==> src/rtl/cpu_pkg.sv <==
// Shared CPU-side types and constants for the writeback path.
package cpu_pkg;

    localparam int REG_ADDR_W = 5;
    localparam int XZR_IDX    = 31;
    localparam int WB_DATA_W  = 64;

    typedef struct packed {
        logic [REG_ADDR_W-1:0] addr;
        logic [WB_DATA_W-1:0]  data;
    } wb_req_t;

    typedef enum logic [1:0] {
        OWN_NONE,
        OWN_REQ0,
        OWN_REQ1
    } owner_t;

endpackage

==> src/rtl/mux2_cell.sv <==
// Single-bit 2:1 mux cell; wide muxes are built from instances of this.
module mux2_cell (
    input  logic sel,
    input  logic a,
    input  logic b,
    output logic y
);

    assign y = sel ? b : a;

endmodule

==> src/rtl/wb_port_arbiter_rr_grant2.sv <==
// Combinational 2-way grant: an owner's lock wins while under its hold limit,
// otherwise the round-robin pointer decides contention.
module rr_grant2
    import cpu_pkg::*;
(
    input  logic   valid0,
    input  logic   valid1,
    input  logic   lock0,
    input  logic   lock1,
    input  logic   prio,
    input  logic   hold_ok,
    input  owner_t owner,
    output logic   gnt0,
    output logic   gnt1
);

    always_comb begin
        gnt0 = 1'b0;
        gnt1 = 1'b0;
        if (valid0 && valid1) begin
            if (owner == OWN_REQ0 && lock0 && hold_ok) begin
                gnt0 = 1'b1;
            end else if (owner == OWN_REQ1 && lock1 && hold_ok) begin
                gnt1 = 1'b1;
            end else if (prio) begin
                gnt1 = 1'b1;
            end else begin
                gnt0 = 1'b1;
            end
        end else begin
            // A lone requester always wins, even against an idle lock holder.
            gnt0 = valid0;
            gnt1 = valid1;
        end
    end

endmodule

==> src/rtl/wb_port_arbiter.sv <==
// Arbitrates the register-file write port between ALU and load writeback.
//   owner    | meaning
//   OWN_NONE | no locked burst in progress
//   OWN_REQ0 | req0 holds the port via lock0, hold_cnt grants so far
//   OWN_REQ1 | req1 holds the port via lock1, hold_cnt grants so far
module wb_port_arbiter
    import cpu_pkg::*;
#(
    parameter int DATA_W   = 64,
    parameter int ADDR_W   = REG_ADDR_W,
    parameter int MAX_HOLD = 4,
    parameter int ZERO_REG = XZR_IDX
) (
    input  logic              clk,
    input  logic              reset,
    input  logic              valid0,
    input  logic [ADDR_W-1:0] addr0,
    input  logic [DATA_W-1:0] data0,
    input  logic              lock0,
    output logic              ready0,
    input  logic              valid1,
    input  logic [ADDR_W-1:0] addr1,
    input  logic [DATA_W-1:0] data1,
    input  logic              lock1,
    output logic              ready1,
    output logic              mux_sel,
    output logic              wr_en,
    output logic [ADDR_W-1:0] wr_addr,
    output logic [DATA_W-1:0] wr_data
);

    localparam int CNT_W = $clog2(MAX_HOLD + 1);
    localparam int MUX_W = DATA_W + ADDR_W;

    logic              prio;
    owner_t            owner;
    logic [CNT_W-1:0]  hold_cnt;
    logic              sel_q;
    logic              hold_ok;
    logic              gnt0_raw;
    logic              gnt1_raw;
    logic              gnt0;
    logic              gnt1;
    logic              any_gnt;
    owner_t            gnt_owner;
    logic              gnt_lock;
    logic [MUX_W-1:0]  mux_a;
    logic [MUX_W-1:0]  mux_b;
    logic [MUX_W-1:0]  mux_y;
    logic [ADDR_W-1:0] sel_addr;

    assign hold_ok = hold_cnt < CNT_W'(MAX_HOLD);

    rr_grant2 u_grant (
        .valid0  (valid0),
        .valid1  (valid1),
        .lock0   (lock0),
        .lock1   (lock1),
        .prio    (prio),
        .hold_ok (hold_ok),
        .owner   (owner),
        .gnt0    (gnt0_raw),
        .gnt1    (gnt1_raw)
    );

    // No handshake may complete while reset is held.
    assign gnt0    = gnt0_raw & ~reset;
    assign gnt1    = gnt1_raw & ~reset;
    assign any_gnt = gnt0 | gnt1;
    assign ready0  = gnt0;
    assign ready1  = gnt1;
    assign mux_sel = any_gnt ? gnt1 : sel_q;

    assign mux_a = {addr0, data0};
    assign mux_b = {addr1, data1};

    for (genvar i = 0; i < MUX_W; i++) begin : g_mux
        mux2_cell u_cell (
            .sel (mux_sel),
            .a   (mux_a[i]),
            .b   (mux_b[i]),
            .y   (mux_y[i])
        );
    end

    assign sel_addr  = mux_y[MUX_W-1 -: ADDR_W];
    assign gnt_owner = gnt1 ? OWN_REQ1 : OWN_REQ0;
    assign gnt_lock  = gnt1 ? lock1 : lock0;

    always_ff @(posedge clk or posedge reset) begin
        if (reset) begin
            prio     <= 1'b0;
            owner    <= OWN_NONE;
            hold_cnt <= '0;
            sel_q    <= 1'b0;
            wr_en    <= 1'b0;
            wr_addr  <= '0;
            wr_data  <= '0;
        end else if (any_gnt) begin
            prio  <= gnt0;
            sel_q <= gnt1;
            if (owner == gnt_owner) begin
                if (hold_ok) begin
                    hold_cnt <= hold_cnt + CNT_W'(1);
                end
            end else begin
                hold_cnt <= CNT_W'(1);
            end
            owner   <= gnt_lock ? gnt_owner : OWN_NONE;
            // Writes to the zero register still handshake but never reach the file.
            wr_en   <= sel_addr != ADDR_W'(ZERO_REG);
            wr_addr <= sel_addr;
            wr_data <= mux_y[DATA_W-1:0];
        end else begin
            owner    <= OWN_NONE;
            hold_cnt <= '0;
            wr_en    <= 1'b0;
        end
    end

endmodule

==> config.mk <==
export PLATFORM = sky130hd
export DESIGN_NAME = wb_port_arbiter
export DESIGN_NICKNAME = d
export VERILOG_FILES = /design/src/rtl/cpu_pkg.sv /design/src/rtl/mux2_cell.sv /design/src/rtl/wb_port_arbiter_rr_grant2.sv /design/src/rtl/wb_port_arbiter.sv
export SDC_FILE = /design/constraint.sdc
export NUM_CORES = 1
export LEC_CHECK = 0
export CORE_MARGIN = 3
export CORE_UTILIZATION = 34
export DETAILED_ROUTE_END_ITERATION = 6
export PLACE_DENSITY = 0.77
export REMOVE_ABC_BUFFERS = 1
export SLEW_MARGIN = 40
export SYNTH_ARGS = -nofsm -noshare
export SYNTH_HDL_FRONTEND = slang
export SYNTH_SLANG_ARGS = --single-unit
==> constraint.sdc <==
create_clock -name clk -period 2.6 [get_ports clk]
set_input_delay 0.52 -clock clk [delete_from_list [all_inputs] [get_ports clk]]
set_output_delay 0.52 -clock clk [all_outputs]
set_load 0.02 [all_outputs]
* Word level (Yosys, flattened, before mapping) *
Index checks and enable logic that the tools add are counted.
Widths: inputs -> output; s select.

word-level totals
  bits in registers = 77
  latch bits = 0
  RAM bits = 0
  bits in read-only memories = 0
  input bits = 144
  output and inout bits = 73
  logic and storage cells = 109
  memories kept = 0

operators by class
  $add $sub $neg = 1
  multiply operators = 0
  divide/modulo/power cells = 0
  $lt $le $gt $ge = 1
  eq/ne operators = 5
  shift operators = 0
  muxes and demuxes = 86
  bitwise gates (word level) = 4
  reductions and logical operators = 5

operators by type and width
  cell                 number
  $mux 1               80
  $mux 3               3
  $mux 2               3
  $logic_and 1x1->1    5
  $ne 5x5->1 const B   1
  $add 3x1->3 const B  1
  $lt 3x3->1 const B   1
  $ne 3x2->1 const B   1
  $and 1x1->1          2
  $eq 2x1->1 const B   1
  $eq 2x2->1           1
  $eq 2x2->1 const B   1
  $not 1->1            1
  $or 1x1->1           1

* Longest topological paths before layout *
Gate-level depths: netlist (run 1).

  depth after elaboration = 12
  gate-level depth with buffers = 6
  gate-level depth less buffers = 5

* Cells and area by module *
Synthesis (run 1) repeated with hierarchy kept, for this count alone.

second synthesis, totals
  cell total of the unflattened synthesis = 255
  area total of the unflattened synthesis = 4046.4 µm²

by module, submodules not included
  module           instances  cells an instance  area an instance (µm²)  sequential area each (µm²)
  wb_port_arbiter  1          180                2964.1                  1926.8
  mux2_cell        69         1                  15.0                    0.0
  rr_grant2        1          6                  46.3                    0.0

* Worst setup path before layout (run 1) *
Ideal clock, no wire load.

  path kind = input -> register
  start point = in reset
  end point = reg wr_en
  setup time = 0.078 ns
  arrival time = 3.347 ns
  required time = 2.522 ns
  slack = -0.825 ns
  stages on the path = 6
  path buffers = 2
  cells stage by stage = inv_1 > o21ai_0 > clkbuf_1 > buf_2 > a221oi_1 > o2bb2ai_1

on the way
  word-level cells in the longest chain between the ends = 7
  elaborated cells between the ends (all ways) = 12
  classes of those cells = eq/ne: 1; mux: 7; bitwise: 4

ends and longest elaborated chain
  what                                   line                                          text
  start, declared                        wb_port_arbiter.sv:15                         input logic reset,
  $not 1->1 (*)                          wb_port_arbiter.sv:67, wb_port_arbiter.sv:68
  $and 1x1->1, on equally long branches  wb_port_arbiter.sv:67, wb_port_arbiter.sv:68
  $or 1x1->1                             wb_port_arbiter.sv:69                         assign any_gnt = gnt0 | gnt1;
  $mux 1                                 --
  $mux 1                                 mux2_cell.sv:9                                assign y = sel ? b : a;
  $ne 5x5->1                             wb_port_arbiter.sv:111                        wr_en <= sel_addr != ADDR_W'(ZERO_REG);
  $mux 1 (*)                             wb_port_arbiter.sv:99                         end else if (any_gnt) begin
  end signal, assigned                   wb_port_arbiter.sv:111
  end, declared                          wb_port_arbiter.sv:27                         output logic wr_en,

Mark *: on every way between the ends. The rest lies on a longest branch, timed or not.
A chain may end at the register's enable or synchronous reset.

* Worst setup path in the final report (run 1) *
  start point = in lock1
  end point = out mux_sel

on the way
  word-level cells in the longest chain between the ends = 8
  elaborated cells between the ends (all ways) = 12
  classes of those cells = mux: 7; bitwise: 3; reduce/logical: 2

ends and longest elaborated chain
  what                                   line                                          text
  start, declared                        wb_port_arbiter.sv:24                         input logic lock1,
  $logic_and 1x1->1 (*) (2 in series)    wb_port_arbiter_rr_grant2.sv:23               end else if (owner == OWN_REQ1 && lock1 && hold_ok) begin
  $mux 1                                 wb_port_arbiter_rr_grant2.sv:23
  $mux 1                                 wb_port_arbiter_rr_grant2.sv:21               if (owner == OWN_REQ0 && lock0 && hold_ok) begin
  $mux 1                                 wb_port_arbiter_rr_grant2.sv:20               if (valid0 && valid1) begin
  $and 1x1->1, on equally long branches  wb_port_arbiter.sv:67, wb_port_arbiter.sv:68
  $or 1x1->1                             wb_port_arbiter.sv:69
  $mux 1 (*)                             --
  end, declared                          wb_port_arbiter.sv:26                         output logic mux_sel,

Marks and branches as above.

==> out/qor.txt, run 1 <==
via count -> 3254
Worst IR Drop VDD -> 295 uV
simple-gate share of the synthesized area -> 16.6%
number of synthesized register bits -> 77
sequential cell area -> 1930 sq um
pwr/cell area -> 597 nW/um^2
setup_tns -> 0 ns
ANT nets after route -> 0
post-synthesis mux area share -> 1.10%
Num CTS Buffers -> 9
WHS -> 0.543 ns
post-synthesis xor/xnor area fraction -> 0.242%
post-synthesis adder-cell area fraction -> 0.345%
H-tree depth -> 3
most common cell after layout, fill and taps aside -> clkdlybuf4s50_1
initial drt markers -> 138
Synth cell types -> 33
Worst-Margin Slew -> 0.748 ns
total die area -> 11900 sq um
Fillers -> 859
post-DR wirelength/cell -> 18.0 um
Max FO, Critical Path -> 3
CP Data Required Time -> 2.08 ns
DIE HEIGHT -> 109 um
Synth warnings -> 0
clk_lat worst skew -> 0.34 ns
Syn Std Cell Area -> 3620 sq um
area grow syn2layout -> 69.5%
largest net degree at the start of global routing -> 78
Post-Syn Instances -> 281
global-route usage over all layers -> 19.1%
clock slew at reported path FFs -> 0.07 ns
main combinational cell family by area after synthesis -> compound AO/OA/AOI/OAI gates
status -> finished, final reports clean
final core occ -> 59.5%
max_slew headroom -> 50.1%
period utilization -> 96.1%
Vias/cell -> 5.09
layout cells sized above 1 -> 7.55%
max-slew violation count -> 0
core area -> 10300 sq um
DPL Wire Length -> 8310 um
drt drc -> 0
Max Root-Sink Buffers -> 2
area used by multi-input combinational logic -> 1570 sq um
Critical Path Start Type -> input pin
Crit-path slowest cell -> clkdlybuf4s50_1
RSZ-0062 raised after global routing -> false
CP top delay family -> buffers and inverters
Inserted Diodes -> 0
initial core utilization -> 35.1%
sequential-to-total area share from yosys stat -> 53.2%
Hold WC Path Type -> flip-flop to flip-flop
vias in the first global route -> 3519
I/O pins -> 217
Post-CTS Hold Buffers -> 0
Clock Skews -> 0.00519 ns
Synth Area in Compound Gates -> 24.0%
Port Buffers -> 216
global-route wire length before repair -> 17700 um
CTS tree -> yes
final net count -> 645
site row count -> 37
CP max stage delay -> 0.41 ns
Hold Vio Cnt, Final -> 0
critical path class -> input pin to primary output
Leakage Power -> 2.38 nW
die span in x -> 109 um
MaxCap Viol Count -> 0
1st-pass router iterations -> 4
Post-Route WL -> 11500 um
GPL Wtd Cong -> 0.862
count of final setup violators -> 0
CP endpoint kind -> primary output
initial antenna violation count -> 0
Achievable Freq -> 400 MHz
Avg Cell Area, Syn -> 12.9 sq um
most frequent cells in the layout -> clkdlybuf4s50_1 (213), dfrtp_1 (77), o221a_1 (68), nand2b_1 (49), or2b_1 (25)
total grt overflow -> 0
CTS sink cnt -> 77
CP Cell Sequence -> clkdlybuf4s50_1, nor4bb_4, o21bai_2, o21ai_4, nand2_1, dlygate4sd2_1
Tmin final -> 2.50 ns
CP arrival -> 1.98 ns
CP Buf/Inv Count -> 2
Root Buffer -> clkbuf_8
per-layer routing:
metal  wire, um  vias up  share of wire [%]  track usage [%]
met5          0        -                  0                0
met4        189        0                1.6             6.59
met3       1090       16                9.5             7.28
met2       5680      145                 49             32.2
met1       4540     1590                 39             22.2
li1           -     1503                  -                -
cell families after synthesis:
family / after synthesis
buffers and inverters: 26
AND/OR/NAND/NOR: 93
XOR/XNOR: 1
multiplexers: 3
AO/OA/AOI/OAI: 80
flip-flops: 77
adder cells (fa/ha/maj): 1
stage by stage:
| stage | cell area, sq um | setup WS (ns) | power (W) | instances |
|---|---|---|---|---|
| floorplan | 3480 | -3.37 | 0.00210 | 259 |
| global placement | 5940 | -0.150 | 0.00281 | 624 |
| detailed placement | 5940 | -0.256 | 0.00283 | 624 |
| CTS | 6120 | 0.0355 | 0.00371 | 638 |
| global route | 6140 | 0.0448 | 0.00387 | 639 |
| finish | 6140 | 0.102 | 0.00367 | 639 |
cells in the mapped netlist (all sizes together):
master   instances  area share [%]
dfrtp           77              53
o221a           69              21
nand2b          49             8.5
or2b            25             5.2
buf             15             3.3
clkbuf           7            0.73
o21ai            5             1.0
inv              4            0.48
nand2            4            0.41
nor3             4            0.55
nor2b            3            0.52
mux2             2            0.83
nor3b            2            0.41
a21oi            1            0.14
a221oi           1            0.24
a311oi           1            0.41
and2             1            0.17
and3             1            0.17
and4             1            0.24
ha               1            0.35
mux2i            1            0.28
nand3            1            0.14
nor2             1            0.10
nor4bb           1            0.28
o21bai           1            0.31
o221ai           1            0.24
o2bb2ai          1            0.24
xor2             1            0.24
repair_timing:
action,4_1_cts,5_1_grt
resized for setup,4,2
pin swaps,0,1
buffers inserted,0,1
setup endpoints to repair,3,1
path summary, 6_finish.rpt:
check	cells after the start	slack, ns	start	to
max	6	0.10	lock1	mux_sel
min	2	0.54	sel_q	sel_q
max reg2reg	5	0.45	hold_cnt[2]	wr_addr[4]
min reg2reg	2	0.54	sel_q	sel_q
max in group asynchronous	4	1.18	reset	wr_data[30]
min in group asynchronous	4	0.93	reset	owner[0]
power breakdown:
group          switching (W)  total [W]  internal, W  leakage (nW)
clock               0.000407   0.000866     0.000459        0.0923
combinational       0.000574    0.00132     0.000746          1.43
sequential         0.0000966    0.00148      0.00138         0.862
cell type report:
cell class	count	area share, %
clock buffers	12	2.36
multi-input cells	178	25.5
flip-flops and latches	77	31.4
well taps	136	2.77
clock inverters	2	0.570
repair buffers	230	37.1
inverters	4	0.305
worst register-to-register path, cell delays in order, from the launching register on:
cell	delay [ns]
dfrtp_1	0.49
nor4bb_4	0.34
o221ai_1	0.17
nand2_2	0.12
buf_4	0.58
o221a_1	0.39
sequential cells by signal (all words and copies together), names as in the netlist:
register,cells
prio,1
wr_en,1
wr_addr,5
sel_q,1
hold_cnt,3
wr_data,64
owner,2
Note: power is estimated with default switching activity, not from simulation.
==> run 2: changes to the inputs <==
--- a/config.mk
+++ b/config.mk
@@ -8,4 +8,5 @@
 export CORE_MARGIN = 3
 export CORE_UTILIZATION = 34
+export CTS_CLUSTER_SIZE = 40
 export DETAILED_ROUTE_END_ITERATION = 6
 export PLACE_DENSITY = 0.77
==> constraint.sdc (replaced) <==
create_clock -name clk -period 2.6 [get_ports clk]
set_input_delay 0.26 -clock clk [delete_from_list [all_inputs] [get_ports clk]]
set_output_delay 0.26 -clock clk [all_outputs]
set_load 0.02 [all_outputs]
==> out/qor.txt, run 2 (synthesized netlist as in run 1, its figures left out) <==
Post-Route WL -> 11600 um (was 11500 um)
Clock Skews -> 0.00970 ns (was 0.00519 ns)
largest net degree at the start of global routing -> 78 (unchanged)
initial core utilization -> 35.1% (unchanged)
pwr/cell area -> 630 nW/um^2 (was 597 nW/um^2)
Worst IR Drop VDD -> 280 uV (was 295 uV)
status -> finished, final reports clean (unchanged)
area grow syn2layout -> 68.9% (was 69.5%)
1st-pass router iterations -> 4 (unchanged)
initial drt markers -> 156 (was 138)
global-route usage over all layers -> 19.4% (was 19.1%)
Fillers -> 857 (was 859)
Worst-Margin Slew -> 0.691 ns (was 0.748 ns)
placed instance count -> 617 (was 624)
Post-CTS Hold Buffers -> 0 (unchanged)
GPL Wtd Cong -> 0.884 (was 0.862)
count of final setup violators -> 0 (unchanged)
post-DR wirelength/cell -> 18.4 um (was 18.0 um)
critical path class -> flip-flop to primary output (was input pin to primary output)
Num CTS Buffers -> 9 (unchanged)
Hold Vio Cnt, Final -> 0 (unchanged)
clk_lat worst skew -> 0.34 ns (about the same)
Setup Buffers After CTS -> 0 (unchanged)
Vias/cell -> 5.12 (was 5.09)
CP top delay family -> buffers and inverters (unchanged)
layout cells sized above 1 -> 6.25% (was 7.55%)
Max FO, Critical Path -> 6 (was 3)
CP Data Required Time -> 2.34 ns (was 2.08 ns)
clock slew at reported path FFs -> 0.08 ns (was 0.07 ns)
CP Buf/Inv Count -> 2 (unchanged)
H-tree depth -> 3 (unchanged)
core area -> 10300 sq um (unchanged)
total die area -> 11900 sq um (unchanged)
cts repair resizes -> 0 (was 4)
max-slew violation count -> 0 (unchanged)
WHS -> 0.498 ns (was 0.543 ns)
most frequent cells in the layout -> clkdlybuf4s50_1 (216), dfrtp_1 (77), o221a_1 (68), nand2b_1 (49), or2b_1 (25) (was clkdlybuf4s50_1 (213), dfrtp_1 (77), o221a_1 (68), nand2b_1 (49), or2b_1 (25))
CTS sink cnt -> 77 (unchanged)
most common cell after layout, fill and taps aside -> clkdlybuf4s50_1 (unchanged)
Leakage Power -> 2.36 nW (was 2.38 nW)
DPL Wire Length -> 8320 um (was 8310 um)
total grt overflow -> 0 (unchanged)
ANT nets after route -> 0 (unchanged)
MaxCap Viol Count -> 0 (unchanged)
Achievable Freq -> 401 MHz (was 400 MHz)
Critical Path Start Type -> flip-flop (was input pin)
Crit-path slowest cell -> clkdlybuf4s50_1 (unchanged)
Inserted Diodes -> 0 (unchanged)
setup ws final -> 0.103 ns (was 0.102 ns)
Tmin final -> 2.50 ns (about the same)
initial antenna violation count -> 0 (unchanged)
die span in x -> 109 um (unchanged)
max_slew headroom -> 53.9% (was 50.1%)
CP max stage delay -> 0.60 ns (was 0.41 ns)
Port Buffers -> 216 (unchanged)
CP arrival -> 2.24 ns (was 1.98 ns)
global-route wire length before repair -> 17700 um (about the same)
CP Cell Sequence -> nor4bb_2, o21bai_2, o21ai_4, inv_4, clkdlybuf4s50_1 (was clkdlybuf4s50_1, nor4bb_4, o21bai_2, o21ai_4, nand2_1, dlygate4sd2_1)
site row count -> 37 (unchanged)
via count -> 3234 (was 3254)
pre-CTS WS -> 0.280 ns (was -0.256 ns)
final net count -> 637 (was 645)
RSZ-0062 raised after global routing -> false (unchanged)
Root Buffer -> clkbuf_8 (unchanged)
CTS tree -> yes (unchanged)
Hold WC Path Type -> input pin to flip-flop (was flip-flop to flip-flop)
period utilization -> 96.0% (was 96.1%)
DIE HEIGHT -> 109 um (unchanged)
vias in the first global route -> 3413 (was 3519)
Max Root-Sink Buffers -> 2 (unchanged)
Most flops, register -> wr_data (unchanged)
Layout Cells excl Fill -> 632 (was 639)
max reg flops -> 64 (unchanged)
CP endpoint kind -> primary output (unchanged)
drt drc -> 0 (unchanged)
I/O pins -> 217 (unchanged)
largest registers -> wr_data (64), wr_addr (5), hold_cnt (3) (unchanged)
## run 2: final timing paths
path | slack (ns) | cells past startpoint | end | start
worst min register to register | 0.55 | 2 | sel_q | sel_q
worst max-delay path | 0.10 | 5 | ready1 | hold_cnt[2]
worst max register to register | 0.68 | 5 | wr_addr[2] | hold_cnt[2]
worst min-delay path | 0.50 | 2 | owner[1] | lock1
max in group asynchronous | 1.56 | 3 | wr_data[26] | reset
min in group asynchronous | 0.57 | 3 | wr_en | reset
## run 2: area by class of cell
| cell class | instances | area (sq um) | area share, % |
|---|---|---|---|
| Timing Repair Buffer | 222 | 2220 | 36.3 |
| Sequential cell | 77 | 1930 | 31.5 |
| Multi-Input combinational cell | 178 | 1560 | 25.4 |
| Tap cell | 136 | 170 | 2.78 |
| Clock buffer | 10 | 128 | 2.08 |
| Clock inverter | 5 | 100 | 1.63 |
| Inverter | 4 | 18.8 | 0.307 |
## run 2: worst register-to-register path, stage by stage, from the launching register on
cell     delay, ns
dfrtp_1       0.47
nor3b_1       0.26
o21ai_1       0.17
o21ai_4       0.26
buf_4         0.41
o221a_1       0.27
## run 2: layer usage
metal  routed length, um  GRT usage [%]
met1                4640           23.5
met2                5740           32.7
met3                1000           5.39
met4                 237           7.48
met5                   0              0
## run 2: stage by stage
step	instance area [sq um]	total power (W)	TNS [ns]	utilization [%]
after floorplan	3480	0.00210	-210.72	-
after global placement	5880	0.00280	0	57.0
after detailed placement	5890	0.00282	0	57.0
after CTS	6120	0.00390	0	59.2
after global routing	6120	0.00405	0	59.3
final	6120	0.00386	0	59.3
## run 2: where the power goes
group / internal [W] / switching [W]
logic: 0.000739 / 0.000574
clock network: 0.000630 / 0.000433
registers: 0.00138 / 0.0000964
==> run 3: changes to the inputs <==
- PLACE_DENSITY: 0.77 -> 0.85
==> out/qor.txt, run 3 (synthesized netlist as in run 1, its figures left out) <==
status -> finished, final reports clean (unchanged)
1st-pass router iterations -> 4 (unchanged)
max reg flops -> 64 (unchanged)
Critical Path Start Type -> flip-flop (unchanged)
pwr/cell area -> 634 nW/um^2 (was 630 nW/um^2)
initial drt markers -> 189 (was 156)
met3 usage -> 6.51% (was 5.39%)
total die area -> 11900 sq um (unchanged)
Inserted Diodes -> 0 (unchanged)
CTS sink cnt -> 77 (unchanged)
initial antenna violation count -> 0 (unchanged)
total grt overflow -> 0 (unchanged)
placed cell area -> 5880 sq um (was 5890 sq um)
GPL Wtd Cong -> 0.748 (was 0.884)
Post-CTS Hold Buffers -> 0 (unchanged)
most common cell after layout, fill and taps aside -> clkdlybuf4s50_1 (unchanged)
Hold WC Path Type -> input pin to flip-flop (unchanged)
I/O pins -> 217 (unchanged)
max_slew headroom -> 49.3% (was 53.9%)
placed instance count -> 617 (unchanged)
Tmin final -> 2.49 ns (was 2.50 ns)
Num CTS Buffers -> 9 (unchanged)
Max Root-Sink Buffers -> 2 (unchanged)
final net count -> 637 (unchanged)
Root Buffer -> clkbuf_8 (unchanged)
most frequent cells in the layout -> clkdlybuf4s50_1 (216), dfrtp_1 (77), o221a_1 (68), nand2b_1 (49), or2b_1 (25) (unchanged)
Post-Route WL -> 11700 um (was 11600 um)
Hold Vio Cnt, Final -> 0 (unchanged)
critical path class -> flip-flop to primary output (unchanged)
clk_lat worst skew -> 0.34 ns (about the same)
hold_sp -> lock1 (unchanged)
global-route usage over all layers -> 19.4% (about the same)
Global Route met2 Usage -> 32.1% (was 32.7%)
area grow syn2layout -> 68.3% (was 68.9%)
Achievable Freq -> 401 MHz (about the same)
Setup Buffers After CTS -> 0 (unchanged)
MaxCap Viol Count -> 0 (unchanged)
Most flops, register -> wr_data (unchanged)
Port Buffers -> 216 (unchanged)
H-tree depth -> 3 (unchanged)
Leakage Power -> 2.35 nW (was 2.36 nW)
Worst IR Drop VDD -> 294 uV (was 280 uV)
CP arrival -> 2.23 ns (was 2.24 ns)
clock slew at reported path FFs -> 0.08 ns (about the same)
drt drc -> 0 (unchanged)
post-DR wirelength/cell -> 18.5 um (was 18.4 um)
count of final setup violators -> 0 (unchanged)
grt peak-use layer -> met2 (unchanged)
met1 Use GR -> 23.3% (was 23.5%)
layout cells sized above 1 -> 5.86% (was 6.25%)
Layout Cells excl Fill -> 631 (was 632)
cell area after layout -> 6100 sq um (was 6120 sq um)
Max FO, Critical Path -> 6 (unchanged)
ANT nets after route -> 0 (unchanged)
largest net degree at the start of global routing -> 78 (unchanged)
max-slew violation count -> 0 (unchanged)
core area -> 10300 sq um (unchanged)
site row count -> 37 (unchanged)
r2r startpoint -> hold_cnt[2] (unchanged)
CTS tree -> yes (unchanged)
initial core utilization -> 35.1% (unchanged)
via count -> 3281 (was 3234)
Clock Skews -> 0.0147 ns (was 0.00970 ns)
Vias/cell -> 5.20 (was 5.12)
setup_tns -> 0 ns (unchanged)
global-route wire length before repair -> 18100 um (was 17700 um)
vias in the first global route -> 3614 (was 3413)
Worst-Margin Slew -> 0.761 ns (was 0.691 ns)
die span in x -> 109 um (unchanged)
DPL Wire Length -> 8430 um (was 8320 um)
WHS -> 0.515 ns (was 0.498 ns)
CP endpoint kind -> primary output (unchanged)
DIE HEIGHT -> 109 um (unchanged)
cts repair resizes -> 0 (unchanged)
period utilization -> 95.8% (was 96.0%)
RSZ-0062 raised after global routing -> false (unchanged)
largest registers -> wr_data (64), wr_addr (5), hold_cnt (3) (unchanged)
critical path startpoint -> hold_cnt[2] (unchanged)
CP Data Required Time -> 2.34 ns (about the same)
-- run 3: cell count changes in the layout (fill, tap and decap cells not counted) --
cell      previous run  this run
clkinv_2             3         1
buf_12               1         0
buf_4                4         5
clkinv_4             0         1
nor4bb_1             0         1
nor4bb_2             1         0
-- run 3: critical path, cell delays in order (launching register included) --
cell and delay, ns:
dfrtp_1 0.46, nor4bb_1 0.38, o21bai_2 0.22, o21ai_4 0.09, nand2_1 0.12, clkdlybuf4s50_1 0.61
-- run 3: through the flow --
stage / total power, W / util [%] / setup WS, ns
global placement: 0.00278 / 56.9 / 0.324
finish: 0.00387 / 59.1 / 0.109
floorplan: 0.00210 / - / -3.11
CTS: 0.00390 / 59.1 / 0.0960
global route: 0.00406 / 59.1 / 0.0316
detailed placement: 0.00282 / 56.9 / 0.249
-- run 3: report_power, final --
group | total, W | switching, W | internal, W
Clock | 0.00107 | 0.000444 | 0.000630
Sequential | 0.00149 | 0.000105 | 0.00138
Combinational | 0.00130 | 0.000567 | 0.000735
-- run 3: layer usage --
metal	wire [um]	vias to the layer above
met2	5800	161
met4	283	0
met5	0	-
li1	-	1488
met3	1000	19
met1	4570	1613
-- run 3: area by class of cell --
type                            count  area, sq um
Clock inverter                      4         98.8
Inverter                            4         18.8
Multi-Input combinational cell    178         1550
Fill cell                         828         4220
Tap cell                          136          170
Sequential cell                    77         1930
Timing Repair Buffer              222         2210
Clock buffer                       10          128
-- run 3: worst paths after layout --
| kind | end | slack [ns] | cells after the start |
|---|---|---|---|
| min in group asynchronous | wr_data[60] | 0.56 | 3 |
| hold / removal | owner[1] | 0.51 | 2 |
| setup / recovery | mux_sel | 0.11 | 5 |
| setup reg to reg | wr_data[34] | 0.43 | 5 |
| max in group asynchronous | wr_data[34] | 1.57 | 3 |
| hold reg to reg | sel_q | 0.58 | 2 |
